<file path="src/rtl/exp_sweep_ctrl.sv">
// exp_sweep_ctrl: walks a combinational expression unit through every input
// vector, captures its response into a truth table and grades that table
// against a caller-supplied expected table (pass, first failing index,
// mismatch count). All outputs are registered.
module exp_sweep_ctrl #(
    parameter int N_IN   = 3,
    parameter int SETTLE = 2
) (
    input  logic                 clk,
    input  logic                 rst_n,
    input  logic                 start_i,
    input  logic                 abort_i,
    input  logic [2**N_IN-1:0]   expected_i,
    input  logic                 y_in_i,
    output logic [N_IN-1:0]      vec_o,
    output logic                 busy_o,
    output logic                 done_o,
    output logic [2**N_IN-1:0]   table_o,
    output logic                 pass_o,
    output logic [N_IN-1:0]      fail_idx_o,
    output logic [N_IN:0]        mismatch_cnt_o
);

    localparam int NVEC  = 2**N_IN;
    localparam int CNT_W = (SETTLE > 1) ? $clog2(SETTLE) : 1;

    localparam logic [CNT_W-1:0] CNT_LAST = CNT_W'(SETTLE - 1);
    localparam logic [N_IN-1:0]  VEC_LAST = {N_IN{1'b1}};
    localparam logic [N_IN:0]    MCNT_MAX = (N_IN+1)'(NVEC);

    typedef enum logic [1:0] {
        S_IDLE  = 2'd0,
        S_SWEEP = 2'd1,
        S_DONE  = 2'd2
    } state_e;

    state_e             state_q, state_d;
    logic [CNT_W-1:0]   cnt_q, cnt_d;
    logic [N_IN-1:0]    vec_q, vec_d;
    logic               busy_q, busy_d;
    logic               done_q, done_d;
    logic [NVEC-1:0]    tab_q, tab_d;
    logic               pass_q, pass_d;
    logic [N_IN-1:0]    fidx_q, fidx_d;
    logic [N_IN:0]      mcnt_q, mcnt_d;
    logic [NVEC-1:0]    exp_q, exp_d;

    logic               accept_w;
    logic               sample_w;
    logic               last_w;
    logic               miss_w;

    // Mismatch counter never wraps; it tops out at the number of vectors.
    function automatic logic [N_IN:0] mcnt_inc(input logic [N_IN:0] c);
        if (c == MCNT_MAX) begin
            return c;
        end
        return c + (N_IN+1)'(1);
    endfunction

    // Decode the events that steer both the FSM and the datapath.
    always_comb begin
        accept_w = (state_q == S_IDLE) && start_i && !abort_i;
        sample_w = (state_q == S_SWEEP) && !abort_i && (cnt_q == CNT_LAST);
        last_w   = sample_w && (vec_q == VEC_LAST);
        miss_w   = (y_in_i != exp_q[vec_q]);
    end

    // State register.
    always_ff @(posedge clk or negedge rst_n) begin
        if (!rst_n) begin
            state_q <= S_IDLE;
        end else begin
            state_q <= state_d;
        end
    end

    // Next-state logic: start only from IDLE, abort only from SWEEP, DONE lasts one cycle.
    always_comb begin
        state_d = state_q;
        case (state_q)
            S_IDLE: begin
                if (accept_w) begin
                    state_d = S_SWEEP;
                end
            end
            S_SWEEP: begin
                if (abort_i) begin
                    state_d = S_IDLE;
                end else if (last_w) begin
                    state_d = S_DONE;
                end
            end
            S_DONE: begin
                state_d = S_IDLE;
            end
            default: begin
                state_d = S_IDLE;
            end
        endcase
    end

    // Output/datapath next values; results hold unless a sweep starts, aborts or samples.
    always_comb begin
        cnt_d  = cnt_q;
        vec_d  = vec_q;
        tab_d  = tab_q;
        pass_d = pass_q;
        fidx_d = fidx_q;
        mcnt_d = mcnt_q;
        exp_d  = exp_q;
        busy_d = (state_d == S_SWEEP);
        done_d = (state_d == S_DONE);

        case (state_q)
            S_IDLE: begin
                vec_d = '0;
                cnt_d = '0;
                if (accept_w) begin
                    exp_d  = expected_i;
                    tab_d  = '0;
                    pass_d = 1'b0;
                    fidx_d = '0;
                    mcnt_d = '0;
                end
            end
            S_SWEEP: begin
                if (abort_i) begin
                    vec_d  = '0;
                    cnt_d  = '0;
                    tab_d  = '0;
                    pass_d = 1'b0;
                    fidx_d = '0;
                    mcnt_d = '0;
                end else if (sample_w) begin
                    tab_d[vec_q] = y_in_i;
                    if (miss_w) begin
                        mcnt_d = mcnt_inc(mcnt_q);
                        if (mcnt_q == '0) begin
                            fidx_d = vec_q;
                        end
                    end
                    if (last_w) begin
                        // Grade on entry to DONE, including the final vector.
                        pass_d = (mcnt_d == '0);
                    end else begin
                        vec_d = vec_q + N_IN'(1);
                        cnt_d = '0;
                    end
                end else begin
                    cnt_d = cnt_q + CNT_W'(1);
                end
            end
            S_DONE: begin
                // vec is held through DONE and returns to 0 with IDLE.
                vec_d = '0;
                cnt_d = '0;
            end
            default: begin
                vec_d = '0;
                cnt_d = '0;
            end
        endcase
    end

    // Datapath and output registers; everything clears on reset.
    always_ff @(posedge clk or negedge rst_n) begin
        if (!rst_n) begin
            cnt_q  <= '0;
            vec_q  <= '0;
            busy_q <= 1'b0;
            done_q <= 1'b0;
            tab_q  <= '0;
            pass_q <= 1'b0;
            fidx_q <= '0;
            mcnt_q <= '0;
            exp_q  <= '0;
        end else begin
            cnt_q  <= cnt_d;
            vec_q  <= vec_d;
            busy_q <= busy_d;
            done_q <= done_d;
            tab_q  <= tab_d;
            pass_q <= pass_d;
            fidx_q <= fidx_d;
            mcnt_q <= mcnt_d;
            exp_q  <= exp_d;
        end
    end

    assign vec_o          = vec_q;
    assign busy_o         = busy_q;
    assign done_o         = done_q;
    assign table_o        = tab_q;
    assign pass_o         = pass_q;
    assign fail_idx_o     = fidx_q;
    assign mismatch_cnt_o = mcnt_q;

endmodule

</file>
<file path="config.mk">
export PLATFORM = sky130hd
export DESIGN_NAME = exp_sweep_ctrl
export DESIGN_NICKNAME = d
export VERILOG_FILES = /design/src/rtl/exp_sweep_ctrl.sv
export SDC_FILE = /design/constraint.sdc
export NUM_CORES = 1
export LEC_CHECK = 0
export BUFFER_PORTS_ARGS = -buffer_cell sky130_fd_sc_hd__buf_4
export CAP_MARGIN = 20
export CELL_PAD_IN_SITES_DETAIL_PLACEMENT = 0
export CELL_PAD_IN_SITES_GLOBAL_PLACEMENT = 1
export CORE_ASPECT_RATIO = 2
export CORE_UTILIZATION = 35
export CTS_BUF_LIST = sky130_fd_sc_hd__clkbuf_8
export DETAILED_ROUTE_END_ITERATION = 10
export PLACE_DENSITY = 0.74
export SETUP_SLACK_MARGIN = 0.15
export SYNTH_ARGS = -nofsm -noshare
export SYNTH_HDL_FRONTEND = slang
export SYNTH_SLANG_ARGS = --single-unit
</file>
<file path="constraint.sdc">
create_clock -name clk -period 2.1 [get_ports clk]
set_input_delay 0.105 -clock clk [delete_from_list [all_inputs] [get_ports clk]]
set_output_delay 0.105 -clock clk [all_outputs]
set_load 0.02 [all_outputs]
</file>
==> results of run 1 <==
Yosys cell counts, drive strengths merged (3+ instances only):
library cell | instances | area [µm²]
dfrtp | 32 | 800.8
o21ai | 17 | 85.08
a21oi | 15 | 75.07
nand2 | 14 | 60.06
nor2 | 11 | 41.29
mux2 | 9 | 101.4
inv | 7 | 26.28
clkbuf | 6 | 42.54
a31oi | 5 | 31.28
ha | 4 | 50.05
mux2i | 4 | 40.04
nand3 | 4 | 20.02
a211oi | 3 | 22.52
buf | 3 | 33.78
nor4 | 3 | 25.02
o22ai | 3 | 18.77
flip-flops by register name, indices dropped and copies added, names as in the netlist:
name	count
pass_o	1
mismatch_cnt_o	4
cnt_q	1
exp_q	8
done_o	1
table_o	8
busy_o	1
vec_o	3
fail_idx_o	3
state_q	2
cell usage in the layout, fill, tap and decap left out, types with 2 or more instances in the layout:
master / netlist / layout
o31ai_1: 2 / 2
and2b_1: 2 / 2
nand2_1: 13 / 13
nand3b_1: 2 / 2
clkbuf_8: 2 / 7
inv_1: 7 / 7
nand3_1: 4 / 4
nor4_1: 2 / 2
nor2_1: 11 / 11
mux2i_1: 4 / 4
nand2b_1: 2 / 2
mux2_2: 9 / 9
ha_1: 4 / 4
a211oi_1: 3 / 3
a31oi_1: 5 / 5
dfrtp_1: 32 / 29
o21ai_0: 17 / 17
a21oi_1: 15 / 15
buf_4: 0 / 42
a32o_1: 2 / 2
dfrtp_2: 0 / 3
o22ai_1: 3 / 3
metal layers:
layer,part of all wire,vias up
met5,0,-
met3,0.038,12
li1,-,691
met2,0.59,42
met1,0.34,704
met4,0.034,0
final cells by class:
cell class | count | area [µm²]
well taps | 57 | 71.32
inverters | 7 | 26.28
fillers | 482 | 2674
multi-input cells | 121 | 867.1
flip-flops and latches | 32 | 804.5
clock buffers | 7 | 96.34
repair buffers | 43 | 325.3
worst paths after layout:
| kind | from | endpoint | slack [ns] | cells after the start |
|---|---|---|---|---|
| worst max-delay path | vec_o[1] | pass_o | 0.28 | 6 |
| worst min-delay path | expected_i[5] | exp_q[5] | 0.06 | 2 |
| worst max register to register | vec_o[1] | pass_o | 0.28 | 6 |
| worst min register to register | pass_o | pass_o | 0.51 | 1 |
| max in group asynchronous | rst_n | vec_o[0] | 1.48 | 2 |
| min in group asynchronous | rst_n | mismatch_cnt_o[1] | 0.29 | 2 |
report_power, final:
group | internal, mW | total, mW | switching (mW)
logic | 0.122 | 0.265 | 0.143
clock network | 0.292 | 0.509 | 0.218
registers | 0.658 | 0.682 | 0.0244
total | 1.07 | 1.46 | 0.385
timing repair:
item,4_1_cts,5_1_grt
resized for setup,1,3
endpoints found under the hold margin,32,0
pin swaps,0,1
setup buffers,0,4
endpoints found under the setup margin,1,7
hold buffers,1,0
cells by family after synthesis:
kind of cell,after synthesis,synth area share
adder cells (fa/ha/maj),4,0.02845
AND/OR/NAND/NOR,47,0.1494
flip-flops,32,0.4552
buffers and inverters,16,0.05832
XOR/XNOR,3,0.03628
multiplexers,13,0.08037
AO/OA/AOI/OAI,54,0.1920
through the flow:
step	instances	hold slack, ns	instance area, µm²
finish	267	0.05540	2191
global route	267	0.04266	2191
CTS	263	0.04872	2147
detailed placement	255	0.07259	2039
global placement	255	0.06963	2039
floorplan	169	-0.1906	1759
critical path, stage by stage (launching register included):
cell and delay, ns:
dfrtp_2 0.43, and2b_1 0.23, a22oi_2 0.28, nand2_4 0.13, xnor2_4 0.17, a32o_1 0.22, a32o_1 0.25
==> results.sh, run 1 <==
export IMPL_status="finished, final reports clean"
export IMPL_p_leak_nw=0.9915
export IMPL_routed_via_count=1449
export IMPL_rsz0062_at_grt="false"
export IMPL_use_met3=0.04018
export IMPL_clk_pin_slew_ns=0.06
export IMPL_grtUsageMet1=0.1682
export IMPL_drive_above_1_share=0.3381
export IMPL_cp_max_fo=9
export IMPL_grt_max_degree=33
export IMPL_critical_path_arrival_ns=2.00
export IMPL_grt_use_total=0.1742
export IMPL_clk_insertion_delay_late_ns=0.28
export IMPL_drv_slew=0
export IMPL_dpl_hpwl_um=3189
export IMPL_ys_ff_latch=32
export IMPL_clock_path_buffers=2
export IMPL_die_x_um=52.13
export IMPL_finClkSkew_ns=0.002261
export IMPL_worst_pin_slew_ns=0.4627
export IMPL_min_period_ns=1.823
export IMPL_area_growth_syn_to_layout_pct=24.54
export IMPL_start_kind="register"
export IMPL_setup_tns_ns=0
export IMPL_seq_area_frac_synth=0.4552
export IMPL_detail_route_wl_per_cell_um=15.87
export IMPL_hold_viol=0
export IMPL_numCtsBuffers=5
export IMPL_required_ns=2.27
export IMPL_finalNetCount=227
export IMPL_drv_cap=0
export IMPL_ys_warn_count=0
export IMPL_h_tree_depth=2
export IMPL_avgSynthCellArea_um2=10.41
export IMPL_drt_vias_per_instance=5.427
export IMPL_finalCritPeriodShare=0.8683
export IMPL_max_vdd_ir_drop_v=0.0005302
export IMPL_synth_edf_count=0
export IMPL_dp_worst_setup_slack_ns=0.1676
export IMPL_clock_sinks=32
export IMPL_clockRootBuffer="clkbuf_8"
export IMPL_grt_use_met2=0.3166
export IMPL_top_usage_layer="met2"
export IMPL_setup_slack_ns=0.2765
export IMPL_gp_congestion=0.7848
export IMPL_insertedDiodeCount=0
export IMPL_synth_top_flop_cell="dfrtp_1"
export IMPL_synth_nets=186
export IMPL_grt_pass1_vias=1443
export IMPL_syn_inst=169
export IMPL_grt_overflow_total=0
export IMPL_wl_um=4236
export IMPL_antenna_found_initial=0
export IMPL_core_mm2=0.004865
export IMPL_die_h_um=102.3
export IMPL_slew_headroom=0.6897
export IMPL_start_util=0.3616
export IMPL_setup_worst_path_class="reg -> reg"
export IMPL_finalSetupViolations=0
export IMPL_max_freq_ghz=0.5484
export IMPL_p_total_mw=1.456
export IMPL_ys_types=43
export IMPL_fin_util=0.4504
export IMPL_drt_pass1_iterations=4
export IMPL_die_area_mm2=0.005331
export IMPL_syn_cell_area_mm2=0.001759
export IMPL_portBuffers=33
export IMPL_worst_setup_path_end_kind="register"
export IMPL_rows=36
export IMPL_drcViolationCount=0
export IMPL_drtIter0Drc=34
export IMPL_io_pins=34
export IMPL_ant_nets=0
export IMPL_tritoncts="done"
export IMPL_hold_path_class="in -> reg"
export IMPL_powerDensity_mw_per_mm2=664.7
export IMPL_postSynth_asyncResetShare=1.000
export IMPL_grt_pass1_wl_um=6637
Power figures use the tool's default switching activity.
==> run 2, diff against run 1 <==
--- a/config.mk
+++ b/config.mk
@@ -7,7 +7,7 @@
 export LEC_CHECK = 0
 export BUFFER_PORTS_ARGS = -buffer_cell sky130_fd_sc_hd__buf_4
 export CAP_MARGIN = 20
-export CELL_PAD_IN_SITES_DETAIL_PLACEMENT = 0
+export CELL_PAD_IN_SITES_DETAIL_PLACEMENT = 1
 export CELL_PAD_IN_SITES_GLOBAL_PLACEMENT = 1
 export CORE_ASPECT_RATIO = 2
 export CORE_UTILIZATION = 35
==> results.sh, run 2 (same netlist as run 1, synthesis figures left out) <==
export IMPL_r2r_setup_slack_ns=0.23
export IMPL_drt_vias_per_instance=5.474
export IMPL_layout_common_cells="buf_4, dfrtp_1, o21ai_0"
export IMPL_drive_above_1_share=0.3581
export IMPL_hold_path_class="in -> reg"
export IMPL_final_area_mm2=0.002205
export IMPL_start_util=0.3616
export IMPL_worst_pin_slew_ns=0.4817
export IMPL_grt_overflow_total=0
export IMPL_min_to="exp_q[6]"
export IMPL_slew_headroom=0.6782
export IMPL_drcViolationCount=0
export IMPL_powerDensity_mw_per_mm2=659.2
export IMPL_place_area_mm2=0.002039
export IMPL_finalSetupViolations=0
export IMPL_rows=36
export IMPL_finalCritPeriodShare=0.8906
export IMPL_drv_slew=0
export IMPL_grt_pass1_vias=1556
export IMPL_grt_max_degree=33
export IMPL_crit_start="vec_o[0]"
export IMPL_holdPathStages=2
export IMPL_final_common_cell="buf_4"
export IMPL_hold_slack_ns=0.05288
export IMPL_start_kind="register"
export IMPL_max_vdd_ir_drop_v=0.0004389
export IMPL_h_tree_depth=2
export IMPL_dpl_hpwl_um=3497
export IMPL_drt_pass1_iterations=4
export IMPL_finClkSkew_ns=0.01348
export IMPL_setup_worst_path_class="reg -> reg"
export IMPL_drtIter0Drc=19
export IMPL_r2r_start="vec_o[0]"
export IMPL_area_growth_syn_to_layout_pct=25.32
export IMPL_clk_pin_slew_ns=0.07
export IMPL_max_freq_ghz=0.5347
export IMPL_clk_insertion_delay_late_ns=0.30
export IMPL_tritoncts="done"
export IMPL_die_h_um=102.3
export IMPL_setup_tns_ns=0
export IMPL_r2r_end="pass_o"
export IMPL_insertedDiodeCount=0
export IMPL_rsz0062_at_grt="false"
export IMPL_p_leak_nw=1.013
export IMPL_finalNetCount=231
export IMPL_grt_use_total=0.1993
export IMPL_die_x_um=52.13
export IMPL_hp_start="expected_i[6]"
export IMPL_detail_route_wl_per_cell_um=17.83
export IMPL_clock_sinks=32
export IMPL_clock_path_buffers=2
export IMPL_worstRegToRegCells=7
export IMPL_drv_cap=0
export IMPL_numCtsBuffers=5
export IMPL_dp_worst_setup_slack_ns=0.1212
export IMPL_hold_viol=0
export IMPL_portBuffers=33
export IMPL_routed_via_count=1489
export IMPL_cp_max_fo=9
export IMPL_num_fill_cells=548
export IMPL_gp_congestion=0.7848
export IMPL_core_mm2=0.004865
export IMPL_grt_pass1_wl_um=7672
export IMPL_required_ns=2.28
export IMPL_io_pins=34
export IMPL_die_area_mm2=0.005331
export IMPL_wl_um=4849
export IMPL_min_period_ns=1.870
export IMPL_critical_path_arrival_ns=2.05
export IMPL_ant_nets=0
export IMPL_worst_setup_path_end_kind="register"
export IMPL_p_total_mw=1.453
export IMPL_antenna_found_initial=0
export IMPL_status="finished, final reports clean"
export IMPL_clockRootBuffer="clkbuf_8"
export IMPL_setup_slack_ns=0.2297
[run 2: how the worst max path moves through the flow]
stage | to | slack [ns] | cells past startpoint
after floorplan | pass_o | 0.19 | 7
after global placement | pass_o | 0.18 | 6
after detailed placement | pass_o | 0.12 | 6
after CTS | pass_o | 0.20 | 6
after global routing | pass_o | 0.15 | 7
final | pass_o | 0.23 | 7
[run 2: timing repair]
item	CTS	global route
endpoints found under the hold margin	32	0
hold buffers	1	0
endpoints found under the setup margin	1	8
setup buffers	0	8
resized for setup	2	2
pin swaps	0	1
[run 2: report_power, final]
group	switching [mW]	internal [mW]	total, mW
logic	0.144	0.119	0.263
clock network	0.242	0.261	0.504
registers	0.0287	0.658	0.686
total	0.415	1.04	1.45
[run 2: final cells by class]
cell class / count / area, µm² / area share
flip-flops and latches: 32 / 804.5 / 0.3649
repair buffers: 47 / 350.3 / 0.1589
inverters: 7 / 26.28 / 0.01192
multi-input cells: 121 / 859.6 / 0.3899
clock inverters: 2 / 10.01 / 0.004540
well taps: 57 / 71.32 / 0.03235
clock buffers: 6 / 82.58 / 0.03746
[run 2: metrics by stage]
step | cells | util
6_report | 272 | 0.4532
3_3_place_gp | 255 | 0.4192
2_1_floorplan | 169 | -
4_1_cts | 264 | 0.4408
3_5_place_dp | 255 | 0.4192
5_1_grt | 272 | 0.4532
[run 2: critical path: stages (launching register included)]
cell and delay (ns):
dfrtp_2 0.46, buf_4 0.19, ha_1 0.20, ha_1 0.20, nand2_1 0.15, nor2_1 0.07
a32o_1 0.23, a32o_1 0.26
[run 2: per-layer routing]
| layer | share of wire | vias up | global-route usage |
|---|---|---|---|
| li1 | - | 700 | - |
| met1 | 0.36 | 756 | 0.2063 |
| met2 | 0.60 | 23 | 0.3698 |
| met3 | 0.020 | 10 | 0.03125 |
| met4 | 0.029 | 0 | 0.1012 |
| met5 | 0 | - | 0 |
